## src/rtl/fetch_decode_unit.sv

```systemverilog
// fetch_decode_unit: fetches over req/valid and decodes addi/bne into datapath control (RETIRE_COUNT_EN adds retire_count)
module fetch_decode_unit #(
    parameter int Address_Width = 5,
    parameter int Data_Width = 32,
    parameter int PC_Width = 32,
    parameter logic [PC_Width-1:0] RESET_PC = '0
) (
    input  logic                     clk,
    input  logic                     rst,
    output logic                     imem_req,
    output logic [PC_Width-1:0]      imem_addr,
    input  logic                     imem_valid,
    input  logic [Data_Width-1:0]    imem_rdata,
    input  logic                     eq,
    output logic [Address_Width-1:0] rs1,
    output logic [Address_Width-1:0] rs2,
    output logic [Address_Width-1:0] rd,
    output logic [Data_Width-1:0]    ImmOp,
    output logic                     ALUsrc,
    output logic                     ALU_ctrl,
    output logic                     en,
    output logic                     issue_valid,
    output logic [PC_Width-1:0]      pc,
    output logic                     illegal,
`ifdef RETIRE_COUNT_EN
    output logic [31:0]              retire_count,
`endif
    output logic                     halted
);
    typedef enum logic [1:0] {REQ, ISSUE, HALT} state_t;
    state_t state_q, state_d;
    logic [PC_Width-1:0] pc_q, pc_d;
    logic [Data_Width-1:0] ir_q, ir_d;
    logic illegal_q, illegal_d;
    logic is_addi, is_bne, is_halt;
    logic [Data_Width-1:0] imm_i, imm_b;
    assign is_addi = ir_q[6:0] == 7'b0010011 && ir_q[14:12] == 3'b000;
    assign is_bne = ir_q[6:0] == 7'b1100011 && ir_q[14:12] == 3'b001;
    assign is_halt = ir_q == '0;
    assign imm_i = {{(Data_Width-12){ir_q[31]}}, ir_q[31:20]};
    assign imm_b = {{(Data_Width-13){ir_q[31]}}, ir_q[31], ir_q[7], ir_q[30:25], ir_q[11:8], 1'b0};
    assign rs1 = ir_q[19:15];
    assign rs2 = ir_q[24:20];
    assign rd = ir_q[11:7];
    assign ImmOp = is_bne ? imm_b : imm_i;
    assign ALUsrc = !is_bne;
    assign ALU_ctrl = is_bne;
    // the request drops combinationally so nothing is requested during the reset cycle
    assign imem_req = state_q == REQ && !rst;
    assign imem_addr = pc_q;
    assign issue_valid = state_q == ISSUE;
    assign en = issue_valid && is_addi;
    assign pc = pc_q;
    assign illegal = illegal_q;
    assign halted = state_q == HALT;
    always_comb begin
        state_d = state_q;
        pc_d = pc_q;
        ir_d = ir_q;
        illegal_d = illegal_q;
        case (state_q)
            REQ: begin
                ir_d = imem_valid ? imem_rdata : ir_q;
                state_d = imem_valid ? ISSUE : REQ;
            end
            ISSUE: begin
                state_d = is_halt ? HALT : REQ;
                pc_d = is_halt ? pc_q : (is_bne && !eq) ? pc_q + PC_Width'($signed(ImmOp)) : pc_q + PC_Width'(4);
                illegal_d = illegal_q | !(is_addi || is_bne || is_halt);
            end
            default: state_d = HALT;
        endcase
    end
`ifdef RETIRE_COUNT_EN
    logic [31:0] retire_q, retire_d;
    assign retire_d = retire_q + {31'd0, issue_valid && (is_addi || is_bne)};
    assign retire_count = retire_q;
    always_ff @(posedge clk) begin
        if (rst) retire_q <= '0;
        else retire_q <= retire_d;
    end
`endif
    always_ff @(posedge clk) begin
        if (rst) begin
            state_q <= REQ;
            pc_q <= RESET_PC;
            ir_q <= Data_Width'(32'h0000_0013);
            illegal_q <= 1'b0;
        end else begin
            state_q <= state_d;
            pc_q <= pc_d;
            ir_q <= ir_d;
            illegal_q <= illegal_d;
        end
    end
endmodule

```

## config.mk

```make
export PLATFORM = sky130hd
export DESIGN_NAME = fetch_decode_unit
export DESIGN_NICKNAME = d
export VERILOG_FILES = /design/src/rtl/fetch_decode_unit.sv
export SDC_FILE = /design/constraint.sdc
export NUM_CORES = 1
export LEC_CHECK = 0
export CORE_MARGIN = 3
export CORE_UTILIZATION = 40
export DETAILED_ROUTE_END_ITERATION = 8
export GPL_TIMING_DRIVEN = 0
export PLACE_DENSITY = 0.69
export SETUP_SLACK_MARGIN = 0.5
export SYNTH_ARGS = -nofsm -noshare
export SYNTH_HDL_FRONTEND = slang
export SYNTH_SLANG_ARGS = --single-unit
```

## constraint.sdc

```tcl
create_clock -name clk -period 4 [get_ports clk]
set_input_delay 0.8 -clock clk [delete_from_list [all_inputs] [get_ports clk]]
set_output_delay 0.8 -clock clk [all_outputs]
set_load 0.02 [all_outputs]
```

Word-level counts from Yosys, hierarchy flattened --
Cells that the tools add are included.
Operators by class: bitwise operators 2, multiplexer cells 5, add/sub/neg operators 2, reductions and logical operators 16, equal/unequal tests 5
Operators by type and width (count):
- $add 32x3->32 const B | 1
- $add 32x32->32 | 1
- $logic_not 32->1 | 1
- $mux 32 | 1
- $mux 12 | 1
- $eq 7x5->1 const B | 1
- $eq 7x7->1 const B | 1
- $logic_and 1x1->1 | 5
- $logic_not 1->1 | 4
- $pmux 2 s2 | 1
- $reduce_and 2->1 | 2
- $eq 3x1->1 const B | 1
- $logic_not 3->1 | 1
- $eq 2x1->1 const B | 1
- $eq 2x2->1 const B | 1
- $logic_not 2->1 | 1
- $logic_or 1x1->1 | 2
- $mux 2 | 1
- $mux 1 | 1
- $not 1->1 | 1
- $or 1x1->1 | 1
Storage, ports and cells: input port bits 36, word-level logic and storage cells 34, output and inout port bits 118, flip-flop bits (word level) 67

Longest topological paths before layout --
depth in word-level cells 6, gate-level depth with buffers 16, gate-level depth less buffers 15

Worst setup path after synthesis --
No wires, ideal clock.
path kind reg2reg, start reg ir_q[12], end reg pc_q[24], in the netlist imem_addr[24], buffers on the path 1, library setup time 0.103 ns, slack 0.284 ns, period minus slack after synthesis 3.716 ns, stages on the path, launching flop included 17, arrival 3.612 ns, required time 3.897 ns, path through dfxtp_1 -> nand3_1 -> nor4_1 -> nand2_1 -> clkbuf_1 -> and2_1 -> ha_1 -> fa_1 -> a211oi_1 -> o211ai_2 -> a31oi_2 -> o31a_1 -> o21ai_2 -> a21o_1 -> a21oi_1 -> xor2_1 -> a2111oi_2
On the way: word-level cells in the longest chain between the ends 5, elaborated cells between the ends (all ways) 9, those cells by class 1 x add/sub; 1 x eq/ne; 2 x mux; 1 x bitwise; 4 x reduce/logical
Ends and longest elaborated chain:
- from (decl) | line 33 | logic [Data_Width-1:0] ir_q, ir_d;
- from (signal assigned) | line 87 | ir_q <= Data_Width'(32'h0000_0013);
- from (signal assigned) | line 92 | ir_q <= ir_d;
- $eq 3x1->1 | line 38 | assign is_bne = ir_q[6:0] == 7'b1100011 && ir_q[14:12] == 3'b001;
- $logic_and 1x1->1 | line 38
- $mux 12 | line 45 | assign ImmOp = is_bne ? imm_b : imm_i;
- via ImmOp[0] | line 18 | output logic [Data_Width-1:0] ImmOp,
- $add 32x32->32 | line 68 | pc_d = is_halt ? pc_q : (is_bne && !eq) ? pc_q + PC_Width'($signed(ImmOp)) : pc_q + PC_Width'(4);
- $mux 32 | line 68
- to (signal assigned) | line 91 | pc_q <= pc_d;
- to (decl) | line 32 | logic [PC_Width-1:0] pc_q, pc_d;
The timed path passes the listed nets, and every way through them passes these cells. A chain may end at the register's enable or synchronous reset.

Worst setup path after layout --
start reg ir_q[1], end reg pc_q[17], in the netlist imem_addr[17]
On the way: word-level cells in the longest chain between the ends 5, elaborated cells between the ends (all ways) 9, those cells by class 1 x add/sub; 1 x eq/ne; 2 x mux; 1 x bitwise; 4 x reduce/logical
Ends and longest elaborated chain (line):
- $eq 7x7->1 | 38
- $logic_and 1x1->1 | 38
- $mux 12 | 45
- $add 32x32->32 | 68
- $mux 32 | 68
Several ways; a longest one is shown, not always the timed one.

==> PnR_summary.wiki <==
{| class="wikitable"
! Metric !! Value
|-
| Net count after synthesis || 802
|-
| Die height || 122 um
|-
| Initial cell density of the core || 41.9%
|-
| H-tree level count || 3
|-
| Worst path required time || 4.24 ns
|-
| Routed wire length per instance || 17.6 um
|-
| X dimension of the die || 122 um
|-
| # setup viols final || 0
|-
| Inserted Diodes || 0
|-
| DRT iter0 DRCs || 577
|-
| Type of the most critical hold path || flop to flop
|-
| Total via count in the routed design || 6204
|-
| Synth warnings || 0
|-
| Number of rows in the core area || 41
|-
| Vias in the first global route || 5991
|-
| Maximum net fanout on the critical path || 10
|-
| Clock net sink count || 67
|-
| Pwr Density || 263 nW/um^2
|-
| Gpl congestion || 0.910
|-
| DR vias/cell || 5.59
|-
| Final hold violation count || 0
|-
| Total congestion overflow || 0
|-
| Worst hold slack after final layout || 0.475 ns
|-
| Critical path's largest stage delay || 0.36 ns
|-
| Time the final worst path needs with I/O delays and setup || 3.61 ns
|-
| Achievable Freq || 0.277 GHz
|-
| Leakage power figure || 3.40 nW
|-
| Fraction of final layout cells with drive strength greater than 1 || 23.2%
|-
| Number of cells traversed by the worst hold path || 2
|-
| Buffers on Ports || 153
|-
| Logic depth of the worst path, buffers included || 23
|-
| Normalized max-slew margin || 38.7%
|-
| Bufs on Longest Clock Path || 2
|-
| HPWL reported at the end of detailed placement || 13.9 mm
|-
| Worst-margin pin slew || 0.917 ns
|-
| Number of buffers added to fix hold violations after cts || 0
|-
| Antenna Violating Nets Remaining || 0
|-
| Detailed-route DRC error count || 0
|-
| Largest clock skew in the final design || 0.00423 ns
|-
| Clock tree root driver cell || clkbuf_16
|-
| Worst Setup SP || ir_q[1]
|-
| EDFF count, synth || 0
|-
| Cells after synthesis || 732
|-
| Global-route wire length before repair || 30.3 mm
|-
| List of cells traversed by the critical path || nand2_4, nor4_4, nand2_2, buf_4, buf_4, buf_4, buf_4, buf_4, buf_4, buf_4, buf_4, buf_4, buf_4, buf_4, buf_4, buf_4, buf_4, or2_4, buf_8, buf_6, nand2_1, a21oi_1, a211oi_1
|-
| IR drop worst, VDD || 237 uV
|-
| # Max-Cap Violations || 0
|-
| Endpoint type of the worst setup path || flop
|-
| Worst hold start || ir_q[15]
|-
| Most instantiated flip-flop cell in the synthesis netlist || dfxtp_1
|-
| Worst path bufs/invs || 16
|-
| TritonCTS clock tree || yes
|-
| Top cell type by total area after synthesis || dfxtp_1
|-
| Run status || finished, final reports clean
|-
| Clock latency at the later pin of the worst-skew pair || 0.34 ns
|-
| Start-to-end type of the worst setup path || flop to flop
|-
| Most area-consuming cells after synthesis || dfxtp_1, buf_4, a21oi_1
|-
| Area growth from synthesis to final layout || 52.0%
|-
| Final Max Tran Viols || 0
|-
| Maximum number of pins on one net before global-route repair || 46
|-
| Count leader, synth || nand2_1
|-
| Inserted Clock Buffers || 9
|-
| Flop and latch count out of synthesis || 67
|-
| Ys async rst share || 0%
|-
| Cell family contributing the most delay on the critical path || buffers and inverters
|-
| CP startpoint kind || flop
|-
| Tot GR Track Use || 25.3%
|-
| Count of cells along the worst register-to-register path || 23
|-
| Core region area || 12900 um^2
|-
| Antenna violations before repair || 0
|-
| Mean instance size in the synthesized netlist || 7.40 um^2
|-
| Wire length after detailed routing || 19.6 mm
|-
| Share of the synthesized area in the top cell type || 24.8%
|-
| Post-Place Setup Slack || -0.0878 ns
|-
| Clock-pin slew on the worst setup and hold paths || 0.06 ns
|-
| RSZ-0062 raised after global routing || true
|-
| Synthesized area || 5410 um^2
|-
| Ratio of final minimum period to clock period || 90.3%
|-
| Initial DRT Pass Iterations || 5
|-
| Layout filler cell count || 1106
|-
| Top post-synthesis cells by count || nand2_1, a21oi_1, buf_4, dfxtp_1, nor2_1
|-
| Cell with the most instances on the worst path || buf_4
|-
| Reg2reg start || ir_q[1]
|-
| Sequential fraction of the synthesis area || 24.8%
|-
| Count of boundary I/O pins || 154
|-
| Pwr Total || 2.16 mW
|-
| Number of library cell types mapped by synthesis || 65
|-
| Cell with the biggest individual delay on the critical path || dfxtp_2
|-
| Critical path arrival || 3.85 ns
|-
| DIE AREA || 15000 um^2
|-
| Final-stage net count || 1003
|-
| Crit path setup slack, layout || 0.389 ns
|}
==> report_power, final <==
group	switching, mW	total (mW)	leakage [nW]	internal (mW)
logic	0.212	0.417	2.68	0.206
registers	0.0418	0.737	0.547	0.695
clock network	0.317	1.01	0.179	0.690
total	0.571	2.16	3.40	1.59
==> per-layer routing <==
layer	global-route usage, %	wire length, um
met5	0	0
met4	11.8	634
met3	4.65	1610
met2	43.1	9430
met1	30.9	7910
==> worst min-delay path: stages (launching register included) <==
cell     delay (ns)
dfxtp_1        0.32
nand2_1        0.06
a21oi_1        0.05
==> through the flow <==
stage	instances	util (%)	area (um^2)	setup TNS (ns)
floorplan	732	-	5430	0
global placement	1057	55.5	7170	-0.0590
detailed placement	1057	55.5	7170	-0.121
CTS	1102	61.4	7940	0
global route	1110	63.7	8230	0
finish	1110	63.7	8230	0
==> layout by cell type, fill, tap and decap left out, types with 7 or more instances in the layout <==
cell type	instances
o21ai_1	12
nand2_1	116
xor2_1	12
nand4_1	10
clkbuf_16	10
nor3_1	28
a21oi_2	11
nand3_1	18
ha_1	29
a21oi_1	83
o21ai_0	24
a31oi_1	9
dfxtp_1	63
a21o_1	21
xnor2_1	13
clkdlybuf4s50_1	153
nor2_1	36
inv_1	7
clkbuf_1	15
buf_4	107
==> area by class of cell <==
class	instances	area [um^2]	area share [%]
sequential	67	1350	16.4
timing repair buffer	190	1830	22.3
inverter	7	26.3	0.319
clock buffer	10	239	2.90
clock inverter	6	136	1.66
multi-input combinational	553	3680	44.7
buffer	105	753	9.15
tap	172	215	2.61
==> worst paths after layout <==
path / slack [ns] / to
worst min register to register: 0.48 / ir_q[15]
worst max-delay path: 0.39 / imem_addr[17]
worst min-delay path: 0.48 / ir_q[15]
worst max register to register: 0.39 / imem_addr[17]
==> logic make-up (layout without fill, tap and decap cells) <==
family | count (synthesis) | after routing | synth area share [%]
multiplexers | 7 | 7 | 1.41
AO/OA/AOI/OAI | 210 | 210 | 24.4
adder cells (fa/ha/maj) | 34 | 34 | 8.00
XOR/XNOR | 27 | 27 | 4.37
buffers and inverters | 112 | 318 | 13.2
AND/OR/NAND/NOR | 275 | 275 | 23.9
flip-flops | 67 | 67 | 24.8
==> timing repair <==
item / CTS / global route
endpoints found under the setup margin: 18 / 30
cloned: 1 / 1
pin swaps: 19 / 38
gates resized for setup: 40 / 62
setup buffers: 28 / 7
==> flip-flops by register name, summed over array words and instances (netlist names) <==
signal     flops
ir_q          32
illegal        1
imem_addr     32
state_q        2
No activity file was read; power rests on OpenSTA's default activity.
